### config.mk
export PLATFORM = sky130hd
export DESIGN_NAME = recovery_request_arbiter_flat
export DESIGN_NICKNAME = d
export VERILOG_FILES = /design/src/rtl/recovery_request_arbiter_if.sv /design/src/rtl/recovery_request_arbiter.sv /design/src/flat_wrapper.sv
export SDC_FILE = /design/constraint.sdc
export NUM_CORES = 1
export LEC_CHECK = 0
export BUFFER_PORTS_ARGS = -buffer_cell sky130_fd_sc_hd__buf_2
export CORE_ASPECT_RATIO = 0.9
export CORE_MARGIN = 4
export CORE_UTILIZATION = 50
export DETAILED_ROUTE_END_ITERATION = 6
export PLACE_DENSITY_LB_ADDON = 0.08
export SYNTH_ARGS = -nofsm -noshare
export SYNTH_HDL_FRONTEND = slang
export SYNTH_SLANG_ARGS = --single-unit
### constraint.sdc
create_clock -name clk -period 3.8 [get_ports clk]
set_input_delay 0.38 -clock clk [delete_from_list [all_inputs] [get_ports clk]]
set_output_delay 0.38 -clock clk [all_outputs]
set_load 0.05 [all_outputs]
### src/rtl/recovery_request_arbiter_if.sv
// Recovery request bus: commit/RW requests in, issue pulses and held request out.
// Ports: master = request producer / recovery manager side, slave = arbiter side.
interface recovery_request_arbiter_if #(
   parameter int NUM_RW_LANES = 2,
   parameter int AL_IDX_W     = 6,
   parameter int PC_W         = 32,
   parameter int RT_W         = 3,
   parameter int CNT_W        = 8
);
   logic                         cmReq;
   logic [RT_W-1:0]              cmRefetchType;
   logic [PC_W-1:0]              cmPC;
   logic [AL_IDX_W-1:0]          cmOpPtr;
   logic [NUM_RW_LANES-1:0]      rwReq;
   logic [NUM_RW_LANES*RT_W-1:0] rwRefetchType;
   logic [NUM_RW_LANES*PC_W-1:0] rwPC;
   logic [NUM_RW_LANES*AL_IDX_W-1:0] rwOpPtr;
   logic [AL_IDX_W-1:0]          alHeadPtr;
   logic                         phaseIsCommit;
   logic                         unableToStartRecovery;
   logic                         exceptionDetectedInCommitStage;
   logic                         exceptionDetectedInRwStage;
   logic [RT_W-1:0]              refetchTypeOut;
   logic [PC_W-1:0]              recoveredPC;
   logic [AL_IDX_W-1:0]          exceptionOpPtr;
   logic                         busy;
   logic [CNT_W-1:0]             dropCount;

   modport master (
      output cmReq, cmRefetchType, cmPC, cmOpPtr,
      output rwReq, rwRefetchType, rwPC, rwOpPtr,
      output alHeadPtr, phaseIsCommit, unableToStartRecovery,
      input  exceptionDetectedInCommitStage, exceptionDetectedInRwStage,
      input  refetchTypeOut, recoveredPC, exceptionOpPtr, busy, dropCount
   );

   modport slave (
      input  cmReq, cmRefetchType, cmPC, cmOpPtr,
      input  rwReq, rwRefetchType, rwPC, rwOpPtr,
      input  alHeadPtr, phaseIsCommit, unableToStartRecovery,
      output exceptionDetectedInCommitStage, exceptionDetectedInRwStage,
      output refetchTypeOut, recoveredPC, exceptionOpPtr, busy, dropCount
   );
endinterface

### src/rtl/recovery_request_arbiter.sv
// Picks the oldest recovery request (commit or RW lanes), holds it until the
// recovery manager can start, issues a one-cycle pulse, counts dropped requests.
// Ports: clk, rst (async active-low), bus (slave modport of the request bus).
module recovery_request_arbiter #(
   parameter int NUM_RW_LANES = 2,
   parameter int AL_IDX_W     = 6,
   parameter int PC_W         = 32,
   parameter int RT_W         = 3,
   parameter int CNT_W        = 8
) (
   input logic                   clk,
   input logic                   rst,
   recovery_request_arbiter_if.slave bus
);
   localparam int DW = $clog2(NUM_RW_LANES + 2);
   localparam int SW = CNT_W + DW + 1;
   localparam logic [CNT_W-1:0] CNT_MAX = '1;

   typedef enum logic [1:0] {IDLE, HOLD, ISSUED} state_e;

   state_e              state_q, state_d;
   logic                flag_q, flag_d;
   logic                hold_cm_q, hold_cm_d;
   logic [RT_W-1:0]     hold_rt_q, hold_rt_d;
   logic [PC_W-1:0]     hold_pc_q, hold_pc_d;
   logic [AL_IDX_W-1:0] hold_ptr_q, hold_ptr_d;
   logic [CNT_W-1:0]    cnt_q, cnt_d;

   logic                win_vld;
   logic                win_cm;
   logic [RT_W-1:0]     win_rt;
   logic [PC_W-1:0]     win_pc;
   logic [AL_IDX_W-1:0] win_ptr;
   logic [AL_IDX_W-1:0] win_age;
   logic [AL_IDX_W-1:0] lane_ptr;
   logic [AL_IDX_W-1:0] lane_age;
   logic [AL_IDX_W-1:0] hold_age;
   logic [DW-1:0]       nreq;
   logic [DW-1:0]       drops;
   logic [SW-1:0]       sum;
   logic                issue_cm;
   logic                issue_rw;

   // Age is distance from the ActiveList head; modular subtraction handles wrap.
   assign hold_age = hold_ptr_q - bus.alHeadPtr;

   // Oldest-first; strict compare keeps ties with commit, then the lowest lane.
   always_comb begin
      win_vld  = bus.cmReq;
      win_cm   = 1'b1;
      win_rt   = bus.cmRefetchType;
      win_pc   = bus.cmPC;
      win_ptr  = bus.cmOpPtr;
      win_age  = bus.cmOpPtr - bus.alHeadPtr;
      nreq     = DW'(bus.cmReq);
      lane_ptr = '0;
      lane_age = '0;
      for (int i = 0; i < NUM_RW_LANES; i++) begin
         lane_ptr = bus.rwOpPtr[i*AL_IDX_W +: AL_IDX_W];
         lane_age = lane_ptr - bus.alHeadPtr;
         if (bus.rwReq[i]) begin
            nreq = nreq + DW'(1);
            if (!win_vld || (lane_age < win_age)) begin
               win_vld = 1'b1;
               win_cm  = 1'b0;
               win_rt  = bus.rwRefetchType[i*RT_W +: RT_W];
               win_pc  = bus.rwPC[i*PC_W +: PC_W];
               win_ptr = lane_ptr;
               win_age = lane_age;
            end
         end
      end
   end

   always_comb begin
      state_d    = state_q;
      flag_d     = flag_q;
      hold_cm_d  = hold_cm_q;
      hold_rt_d  = hold_rt_q;
      hold_pc_d  = hold_pc_q;
      hold_ptr_d = hold_ptr_q;
      drops      = '0;
      issue_cm   = 1'b0;
      issue_rw   = 1'b0;
      unique case (state_q)
         IDLE: begin
            if (win_vld) begin
               hold_cm_d  = win_cm;
               hold_rt_d  = win_rt;
               hold_pc_d  = win_pc;
               hold_ptr_d = win_ptr;
               drops      = nreq - DW'(1);
               state_d    = HOLD;
            end
         end
         HOLD: begin
            // Issuing wins over replacement: arrivals this cycle are dropped.
            if (bus.phaseIsCommit && !bus.unableToStartRecovery) begin
               issue_cm = hold_cm_q;
               issue_rw = !hold_cm_q;
               drops    = nreq;
               flag_d   = 1'b0;
               state_d  = ISSUED;
            end else if (win_vld && (win_age < hold_age)) begin
               // Winner captured, old held request dropped: net drops = nreq.
               hold_cm_d  = win_cm;
               hold_rt_d  = win_rt;
               hold_pc_d  = win_pc;
               hold_ptr_d = win_ptr;
               drops      = nreq;
            end else begin
               drops = nreq;
            end
         end
         ISSUED: begin
            drops = nreq;
            // Wait for the manager to leave and re-enter the commit phase.
            if (bus.phaseIsCommit && flag_q) begin
               flag_d  = 1'b0;
               state_d = IDLE;
            end else if (!bus.phaseIsCommit) begin
               flag_d = 1'b1;
            end
         end
         default: state_d = IDLE;
      endcase
   end

   always_comb begin
      sum   = SW'(cnt_q) + SW'(drops);
      cnt_d = (sum > SW'(CNT_MAX)) ? CNT_MAX : sum[CNT_W-1:0];
   end

   always_ff @(posedge clk or negedge rst) begin
      if (!rst) begin
         state_q    <= IDLE;
         flag_q     <= 1'b0;
         hold_cm_q  <= 1'b0;
         hold_rt_q  <= '0;
         hold_pc_q  <= '0;
         hold_ptr_q <= '0;
         cnt_q      <= '0;
      end else begin
         state_q    <= state_d;
         flag_q     <= flag_d;
         hold_cm_q  <= hold_cm_d;
         hold_rt_q  <= hold_rt_d;
         hold_pc_q  <= hold_pc_d;
         hold_ptr_q <= hold_ptr_d;
         cnt_q      <= cnt_d;
      end
   end

   assign bus.exceptionDetectedInCommitStage = issue_cm;
   assign bus.exceptionDetectedInRwStage     = issue_rw;
   assign bus.refetchTypeOut                 = hold_rt_q;
   assign bus.recoveredPC                    = hold_pc_q;
   assign bus.exceptionOpPtr                 = hold_ptr_q;
   assign bus.busy                           = (state_q != IDLE);
   assign bus.dropCount                      = cnt_q;
endmodule
### src/flat_wrapper.sv
// flat-port wrapper written by rule: the top's interface ports become plain ports
module recovery_request_arbiter_flat 
#(
   parameter int NUM_RW_LANES = 2,
   parameter int AL_IDX_W     = 6,
   parameter int PC_W         = 32,
   parameter int RT_W         = 3,
   parameter int CNT_W        = 8
)
  (clk, rst, bus_cmReq, bus_cmRefetchType, bus_cmPC, bus_cmOpPtr, bus_rwReq, bus_rwRefetchType, bus_rwPC, bus_rwOpPtr, bus_alHeadPtr, bus_phaseIsCommit, bus_unableToStartRecovery, bus_exceptionDetectedInCommitStage, bus_exceptionDetectedInRwStage, bus_refetchTypeOut, bus_recoveredPC, bus_exceptionOpPtr, bus_busy, bus_dropCount);
  recovery_request_arbiter_if #(.NUM_RW_LANES(NUM_RW_LANES), .AL_IDX_W(AL_IDX_W), .PC_W(PC_W), .RT_W(RT_W), .CNT_W(CNT_W)) bus_i ();
  input logic clk;
  input logic rst;
  input wire logic [$bits(bus_i.cmReq)-1:0] bus_cmReq;
  input wire logic [$bits(bus_i.cmRefetchType)-1:0] bus_cmRefetchType;
  input wire logic [$bits(bus_i.cmPC)-1:0] bus_cmPC;
  input wire logic [$bits(bus_i.cmOpPtr)-1:0] bus_cmOpPtr;
  input wire logic [$bits(bus_i.rwReq)-1:0] bus_rwReq;
  input wire logic [$bits(bus_i.rwRefetchType)-1:0] bus_rwRefetchType;
  input wire logic [$bits(bus_i.rwPC)-1:0] bus_rwPC;
  input wire logic [$bits(bus_i.rwOpPtr)-1:0] bus_rwOpPtr;
  input wire logic [$bits(bus_i.alHeadPtr)-1:0] bus_alHeadPtr;
  input wire logic [$bits(bus_i.phaseIsCommit)-1:0] bus_phaseIsCommit;
  input wire logic [$bits(bus_i.unableToStartRecovery)-1:0] bus_unableToStartRecovery;
  output wire logic [$bits(bus_i.exceptionDetectedInCommitStage)-1:0] bus_exceptionDetectedInCommitStage;
  output wire logic [$bits(bus_i.exceptionDetectedInRwStage)-1:0] bus_exceptionDetectedInRwStage;
  output wire logic [$bits(bus_i.refetchTypeOut)-1:0] bus_refetchTypeOut;
  output wire logic [$bits(bus_i.recoveredPC)-1:0] bus_recoveredPC;
  output wire logic [$bits(bus_i.exceptionOpPtr)-1:0] bus_exceptionOpPtr;
  output wire logic [$bits(bus_i.busy)-1:0] bus_busy;
  output wire logic [$bits(bus_i.dropCount)-1:0] bus_dropCount;
  assign bus_i.cmReq = bus_cmReq;
  assign bus_i.cmRefetchType = bus_cmRefetchType;
  assign bus_i.cmPC = bus_cmPC;
  assign bus_i.cmOpPtr = bus_cmOpPtr;
  assign bus_i.rwReq = bus_rwReq;
  assign bus_i.rwRefetchType = bus_rwRefetchType;
  assign bus_i.rwPC = bus_rwPC;
  assign bus_i.rwOpPtr = bus_rwOpPtr;
  assign bus_i.alHeadPtr = bus_alHeadPtr;
  assign bus_i.phaseIsCommit = bus_phaseIsCommit;
  assign bus_i.unableToStartRecovery = bus_unableToStartRecovery;
  assign bus_exceptionDetectedInCommitStage = bus_i.exceptionDetectedInCommitStage;
  assign bus_exceptionDetectedInRwStage = bus_i.exceptionDetectedInRwStage;
  assign bus_refetchTypeOut = bus_i.refetchTypeOut;
  assign bus_recoveredPC = bus_i.recoveredPC;
  assign bus_exceptionOpPtr = bus_i.exceptionOpPtr;
  assign bus_busy = bus_i.busy;
  assign bus_dropCount = bus_i.dropCount;
  recovery_request_arbiter #(.NUM_RW_LANES(NUM_RW_LANES), .AL_IDX_W(AL_IDX_W), .PC_W(PC_W), .RT_W(RT_W), .CNT_W(CNT_W)) u_core (.clk(clk), .rst(rst), .bus(bus_i));
endmodule
# [Word level (Yosys, flattened, before mapping)]
# Cells that the tools add are included.
[word_totals] romBits=0 ram_bits=0 out_inout_bits=52 ff_bits=53 latchBits=0 memories=0 elab_cells=101
[op_classes] n_eq_ne=8 n_addsub=8 div_mod_pow=0 n_bitwise=0 mux=57 shifts=0 n_mul=0 order_cmp=4 n_reduce_logical=17
[op_table] cell="2-to-1 mux 32 bit" n=7
[op_table] cell="2-to-1 mux 6 bit" n=11
[op_table] cell="case mux 32 bit (2 select lines)" n=1
[op_table] cell="subtractor 6 bit" n=4
[op_table] cell="2-to-1 mux 3 bit" n=7
[op_table] cell="less-than comparator 6 bit" n=3
[op_table] cell="2-to-1 mux 1 bit" n=18
[op_table] cell="2-to-1 mux 2 bit" n=6
[op_table] cell="case mux 6 bit (2 select lines)" n=1
[op_table] cell="> comparator 11 x 8 -> 1 bit, second input constant" n=1
[op_table] cell="adder 8 x 2 -> 9 bit" n=1
[op_table] cell="2-to-1 mux 8 bit" n=1
[op_table] cell="inequality test 2 x 1 -> 1 bit, second input constant" n=4
[op_table] cell="case mux 2 bit (3 select lines)" n=1
[op_table] cell="case mux 3 bit (2 select lines)" n=1
[op_table] cell="AND reduction 3 bit" n=2
[op_table] cell="nonzero test 2 bit" n=3
[op_table] cell="zero test 1 bit" n=4
[op_table] cell="case mux 1 bit (2 select lines)" n=2
[op_table] cell="case mux 2 bit (2 select lines)" n=1
[op_table] cell="AND reduction 4 bit" n=1
[op_table] cell="logical AND 1 bit" n=3
[op_table] cell="inequality test 3 x 2 -> 1 bit, second input constant" n=1
[op_table] cell="adder 1 x 1 -> 2 bit, second input constant" n=1
[op_table] cell="other kinds (8)" n=9

# [Longest topological paths before layout]
[logic_depth] ltp_word=14 mapped_depth=37 mapped_depth_nobuf=32

# [Worst setup path after synthesis]
# OpenSTA, ideal clock, no wires.
[synth_timing] kind="input to register" from="input bus_alHeadPtr[1]" to="register u_core.hold_ptr_q[2], in the netlist u_core.bus.exceptionOpPtr[2]" cell_stages=35 t_arrival_ns=6.755 path_buffers=5 path_slack_ns=-3.079 t_required_ns=3.675 setup_time_ns=0.125 path_cell_list="inv_1 > ha_1 > nor2b_1 > o21a_1 > o2111a_1 > a211oi_1 > xor2_1 > ha_1 > and3_4 > nor2b_4 > or2_1 > o21bai_1 > buf_2 > buf_2 > mux2i_1 > xor2_1 > ha_1 > nand2_1 > o21a_1 > o21ai_0 > a21o_1 > o31ai_4 > buf_6 > buf_8 > nand2_1 > o21ai_0 > ha_1 > a21o_1 > a21oi_1 > nor2b_1 > o21ai_0 > nand2_1 > a31oi_2 > buf_2 > mux2_2"
[synth_via] elab_chain_cells=13 word_cells_on_any_way=30 cone_classes="4 x add/sub; 3 x order compare; 2 x eq/ne; 16 x mux; 5 x reduce/logical"
[synth_rtl] item="from (decl)" line_no="flat_wrapper.sv:22" source="input wire logic [$bits(bus_i.alHeadPtr)-1:0] bus_alHeadPtr;"
[synth_rtl] item="subtractor 6 bit (on tied branches)" line_no="recovery_request_arbiter.sv:60, recovery_request_arbiter.sv:54"
[synth_rtl] item="less-than comparator 6 bit" line_no="recovery_request_arbiter.sv:63" source="if (!win_vld || (lane_age < win_age)) begin"
[synth_rtl] item="logical OR 1 bit" line_no="recovery_request_arbiter.sv:63"
[synth_rtl] item="2-to-1 mux 6 bit or 2-to-1 mux 1 bit (tied branches)" line_no="recovery_request_arbiter.sv:63"
[synth_rtl] item="2-to-1 mux 6 bit or 2-to-1 mux 1 bit (tied branches)" line_no="recovery_request_arbiter.sv:61" source="if (bus.rwReq[i]) begin"
[synth_rtl] item="less-than comparator 6 bit or zero test 1 bit (tied branches)" line_no="recovery_request_arbiter.sv:63"
[synth_rtl] item="logical OR 1 bit" line_no="recovery_request_arbiter.sv:63"
[synth_rtl] item="2-to-1 mux 6 bit" line_no="recovery_request_arbiter.sv:63"
[synth_rtl] item="2-to-1 mux 6 bit" line_no="recovery_request_arbiter.sv:61"
[synth_rtl] item="less-than comparator 6 bit" line_no="recovery_request_arbiter.sv:104" source="end else if (win_vld && (win_age < hold_age)) begin"
[synth_rtl] item="logical AND 1 bit" line_no="recovery_request_arbiter.sv:104"
[synth_rtl] item="inequality test 2 x 1 -> 1 bit (no line)"
[synth_rtl] item="AND reduction 4 bit (no line)"
[synth_rtl] item="to (signal assigned)" line_no="recovery_request_arbiter.sv:149" source="hold_ptr_q <= hold_ptr_d;"
[synth_rtl] item="to (decl)" line_no="recovery_request_arbiter.sv:26" source="logic [AL_IDX_W-1:0] hold_ptr_q, hold_ptr_d;"
# Parallel ways exist; a longest one is shown, timed or not. The select of a mux whose other input is x is not followed.
# A chain may end at the register's enable or synchronous reset.

# [Worst setup path after layout]
[layout_timing] from="input bus_alHeadPtr[1]" to="register u_core.hold_pc_q[2], in the netlist u_core.bus.recoveredPC[2]"
[layout_via] elab_chain_cells=13 word_cells_on_any_way=30 cone_classes="4 x add/sub; 3 x order compare; 2 x eq/ne; 16 x mux; 5 x reduce/logical"
[layout_rtl] item="subtractor 6 bit (on tied branches)" line_no="recovery_request_arbiter.sv:60, recovery_request_arbiter.sv:54"
[layout_rtl] item="less-than comparator 6 bit" line_no="recovery_request_arbiter.sv:63"
[layout_rtl] item="logical OR 1 bit" line_no="recovery_request_arbiter.sv:63"
[layout_rtl] item="2-to-1 mux 6 bit or 2-to-1 mux 1 bit (tied branches)" line_no="recovery_request_arbiter.sv:63"
[layout_rtl] item="2-to-1 mux 6 bit or 2-to-1 mux 1 bit (tied branches)" line_no="recovery_request_arbiter.sv:61"
[layout_rtl] item="less-than comparator 6 bit or zero test 1 bit (tied branches)" line_no="recovery_request_arbiter.sv:63"
[layout_rtl] item="logical OR 1 bit" line_no="recovery_request_arbiter.sv:63"
[layout_rtl] item="2-to-1 mux 6 bit" line_no="recovery_request_arbiter.sv:63"
[layout_rtl] item="2-to-1 mux 6 bit" line_no="recovery_request_arbiter.sv:61"
[layout_rtl] item="less-than comparator 6 bit" line_no="recovery_request_arbiter.sv:104"
[layout_rtl] item="logical AND 1 bit" line_no="recovery_request_arbiter.sv:104"
[layout_rtl] item="inequality test 2 x 1 -> 1 bit (no line)"
[layout_rtl] item="AND reduction 4 bit (no line)"
[layout_rtl] item="to (signal assigned)" line_no="recovery_request_arbiter.sv:148" source="hold_pc_q <= hold_pc_d;"
[layout_rtl] item="to (decl)" line_no="recovery_request_arbiter.sv:25" source="logic [PC_W-1:0] hold_pc_q, hold_pc_d;"
# Parallel ways exist; a longest one is shown, timed or not. The select of a mux whose other input is x is not followed.

==> reports/metrics.sh <==
GRT_PASS1_VIAS=4587
POST_SYNTH_MAIN_AREA_CONTRIBUTORS='sky130_fd_sc_hd__mux2_2 (29%), sky130_fd_sc_hd__dfrtp_1 (28%), sky130_fd_sc_hd__ha_1 (12%), sky130_fd_sc_hd__xor2_1 (2.8%), sky130_fd_sc_hd__inv_1 (2.6%)'
FINALSETUPVIOLATIONS=42
SYNTHMOSTINSTANTIATEDCELL='sky130_fd_sc_hd__mux2_2'
START_UTIL_PCT=51.4
FINAL.PERIOD_UTILIZATION_PCT=157
TRITONCTS.NUM_BUFFERS=5
LEAKAGE_uW=0.00351
MAXSLEWVIOLCOUNT=0
POST_LAYOUT_NONFILLER_INSTANCES=838
AVGVIACOUNTPERCELL=5.19
FINAL-SEQ-AREA_UM2=1330
SYN_AREA_UM2=4690
WIRE_LENGTH_OF_THE_FIRST_GLOBAL_ROUTING_PASS_UM=20900
SYNTH.DISTINCT_CELLS=44
ASYNC_S_R_FF_SHARE_SYNTH_PCT=100
CRITPATHSLOWESTCELL='sky130_fd_sc_hd__mux2_2'
STARTPOINT='bus_alHeadPtr[1]'
SLEW_HEADROOM_PCT=65.0
ROW_COUNT=33
CLOCK-ROOT-BUFFER='sky130_fd_sc_hd__clkbuf_8'
RSZ0062_AT_GRT='true'
ENDPOINT_KIND='flip-flop'
CRITICAL_PATH.TOP_DELAY_FAMILY='compound AO/OA/AOI/OAI gates'
POST_ROUTE_CELLS_DRIVE_ABOVE_1_SHARE_PCT=61.9
TYPE_OF_THE_SETUP_PATH_WITH_THE_LEAST_SLACK='primary input to flip-flop'
WORSTSKEWPAIRLATENCY_NS=0.31
SYNTH-SEQ-AREA-SHARE_PCT=28.3
MAX-CLOCK-PATH-BUFFERS=2
CPMOSTUSEDCELL='sky130_fd_sc_hd__ha_1'
WORST_EP_REQUIRED_NS=4.01
YS.FLOP_TYPE='sky130_fd_sc_hd__dfrtp_1'
CLOCK_TREE.HTREE_LEVEL_COUNT=2
SYNTH-EDFF-COUNT=0
CRIT_ARRIVAL_NS=6.17
INITIALDRTVIOLATIONCOUNT=97
ROUTE.VIAS.TOTAL=4348
CELLPOWERDENSITY_nW_PER_UM2=838
REGISTER_BIT_TOTAL_FROM_SYNTHESIS=53
FLOORPLAN.DIE.WIDTH_UM=110
GRT_ANTENNA_BEFORE_REPAIR=0
DRT_FIRST_PASS_ITERS=4
MIN_PERIOD_NS=5.97
LARGEST_NET_DEGREE_AT_THE_START_OF_GLOBAL_ROUTING=35
NUMBER_OF_TOP_LEVEL_DESIGN_PORTS=188
DIE_H_UM=99.9
GRT_USAGE_PCT=23.8
REGTOREGSTARTPOINT='u_core.bus.exceptionOpPtr[1]'
CPPEAKSTAGEDELAY_NS=0.33
PLACE_CONGESTION=0.891
WORST-PATH-MAX-FANOUT=8
GRT-OVFL-TOTAL=0
FMAX_MHz=168
DIODES=0
SYNTHESIS.INSTANCES=441
SYNTH_FP_NETS=627
FIN_SKEW_NS=0.00678
STATUS='finished, violations left'
CTS.CLK_SLEW.WORST_PATHS_NS=0.10
SETUP_WS_NS=-2.17
PLACEMENT.IO_BUFFERS=187
CP-START-KIND='primary input'
FOOTPRINT_OF_THE_MULTI_INPUT_GATES_UM2=3400
YOSYSWARNINGS=0
FAILED_CHECKS='setup timing'
NETS=901
TNS_NS=-89.47
NFILLCELLS=697
FINAL_ANTENNA_NET_COUNT=0
SYN_AREA_PER_CELL_UM2=10.6
CLOCK_SINKS=53
DESIGN.CORE.AREA_UM2=9130
MAX_CAP_CHECK_VIOLATION_COUNT=0
POST-ROUTE-DRC-COUNT=0
CP.BUFFERS_INVERTERS=6
WORST_HOLD_CLASS='primary input to async pin'
AREA_GROWTH_PCT=45.9
DIEAREA_UM2=11000
TIGHTEST_SLEW_NS=0.526
PLACE.DETAILED.INSTANCES=800
VDD_IR_DROP_MAX_mV=0.702
YOSYSTOPAREACELLSHARE_PCT=29.0
ROUTE.DETAILED.WL_PER_INST_UM=16.6
HOLD_VIOLATIONS=0
SYNTH.LARGEST_AREA_CELL='sky130_fd_sc_hd__mux2_2'
WL_UM=13900
TRITONCTS_CLOCK_TREE='done'
HOLDWS_NS=0.0307
POST_SYNTH_MOST_FREQUENT_CELLS='sky130_fd_sc_hd__mux2_2 (121), sky130_fd_sc_hd__dfrtp_1 (53), sky130_fd_sc_hd__ha_1 (45)'
DP_HPWL_UM=10500
[cell usage in the layout (no fill, tap or decap), types with 5 or more instances in the layout]
| master | Yosys | routed |
|---|---|---|
| sky130_fd_sc_hd__nor2_1 | 13 | 12 |
| sky130_fd_sc_hd__mux2i_1 | 8 | 7 |
| sky130_fd_sc_hd__buf_4 | 0 | 85 |
| sky130_fd_sc_hd__nor3_1 | 6 | 6 |
| sky130_fd_sc_hd__buf_2 | 6 | 186 |
| sky130_fd_sc_hd__mux2_2 | 121 | 99 |
| sky130_fd_sc_hd__xnor2_1 | 10 | 10 |
| sky130_fd_sc_hd__nand2_1 | 20 | 20 |
| sky130_fd_sc_hd__dfrtp_1 | 53 | 53 |
| sky130_fd_sc_hd__a21oi_1 | 15 | 10 |
| sky130_fd_sc_hd__nand3_1 | 6 | 6 |
| sky130_fd_sc_hd__a21oi_2 | 1 | 6 |
| sky130_fd_sc_hd__xor2_1 | 15 | 15 |
| sky130_fd_sc_hd__buf_6 | 4 | 8 |
| sky130_fd_sc_hd__inv_1 | 32 | 31 |
| sky130_fd_sc_hd__nor2b_1 | 8 | 5 |
| sky130_fd_sc_hd__a21o_1 | 15 | 14 |
| sky130_fd_sc_hd__ha_1 | 45 | 41 |
| sky130_fd_sc_hd__clkbuf_8 | 0 | 5 |
| sky130_fd_sc_hd__mux2_4 | 0 | 22 |
| sky130_fd_sc_hd__o21ai_1 | 0 | 5 |
| sky130_fd_sc_hd__o21ai_0 | 16 | 9 |
[through the flow]
| step | setup WS (ns) | cell area (um^2) | power (uW) | util (%) |
|---|---|---|---|---|
| after floorplan | -2.49 | 4760 | 3870 | - |
| after global placement | -2.44 | 6220 | 4580 | 68.1 |
| after detailed placement | -2.52 | 6220 | 4690 | 68.1 |
| after CTS | -1.99 | 6580 | 5240 | 72.1 |
| after global routing | -2.46 | 6850 | 6090 | 75.0 |
| final | -2.17 | 6850 | 5740 | 75.0 |
[per-layer routing]
| layer | global-route usage, % | routed length [um] |
|---|---|---|
| met1 | 28.7 | 5710 |
| met2 | 43.2 | 7070 |
| met3 | 4.76 | 915 |
| met4 | 5.87 | 251 |
| met5 | 0 | 0 |
[sequential cells by signal, indices dropped and copies added, names as in the netlist]
| signal | cells |
|---|---|
| u_core.state_q | 2 |
| u_core.flag_q | 1 |
| u_core.bus.refetchTypeOut | 3 |
| u_core.bus.recoveredPC | 32 |
| u_core.bus.exceptionOpPtr | 6 |
| u_core.hold_cm_q | 1 |
| u_core.bus.dropCount | 8 |
[where the power goes]
group | total, uW | internal (uW) | switching, uW
logic | 4330 | 1960 | 2370
clock network | 336 | 134 | 201
registers | 1070 | 873 | 198
total | 5740 | 2970 | 2770
[logic make-up after synthesis]
kind of cell | count (synthesis) | share of synthesized area (%)
buffers and inverters | 49 | 4.96
AND/OR/NAND/NOR | 67 | 7.23
AO/OA/AOI/OAI | 67 | 9.76
XOR/XNOR | 25 | 4.67
adder cells (fa/ha/maj) | 50 | 14.1
multiplexers | 130 | 31.0
flip-flops | 53 | 28.3
[final timing paths]
check	slack, ns	depth (start not counted)	to
worst max-delay path	-2.17	32	u_core.bus.recoveredPC[2]
worst min-delay path	0.03	1	u_core.bus.exceptionOpPtr[4]
worst max register to register	0.43	15	u_core.bus.recoveredPC[2]
worst min register to register	0.51	1	u_core.flag_q
max in group asynchronous	2.94	2	u_core.bus.recoveredPC[21]
min in group clk	0.38	3	u_core.flag_q
[cell type report]
class	instances	area share, %
inverters	32	1.81
clock inverters	3	0.384
repair buffers	283	25.5
flip-flops and latches	53	19.4
well taps	122	2.23
multi-input cells	340	49.7
clock buffers	5	1.00
[what timing repair did]
item,CTS,global route
setup endpoints to repair,42,42
gates cloned,2,3
pin swaps,2,0
hold buffers,0,0
resized for setup,30,31
buffers inserted,14,11
No activity file was read; power rests on OpenSTA's default activity.
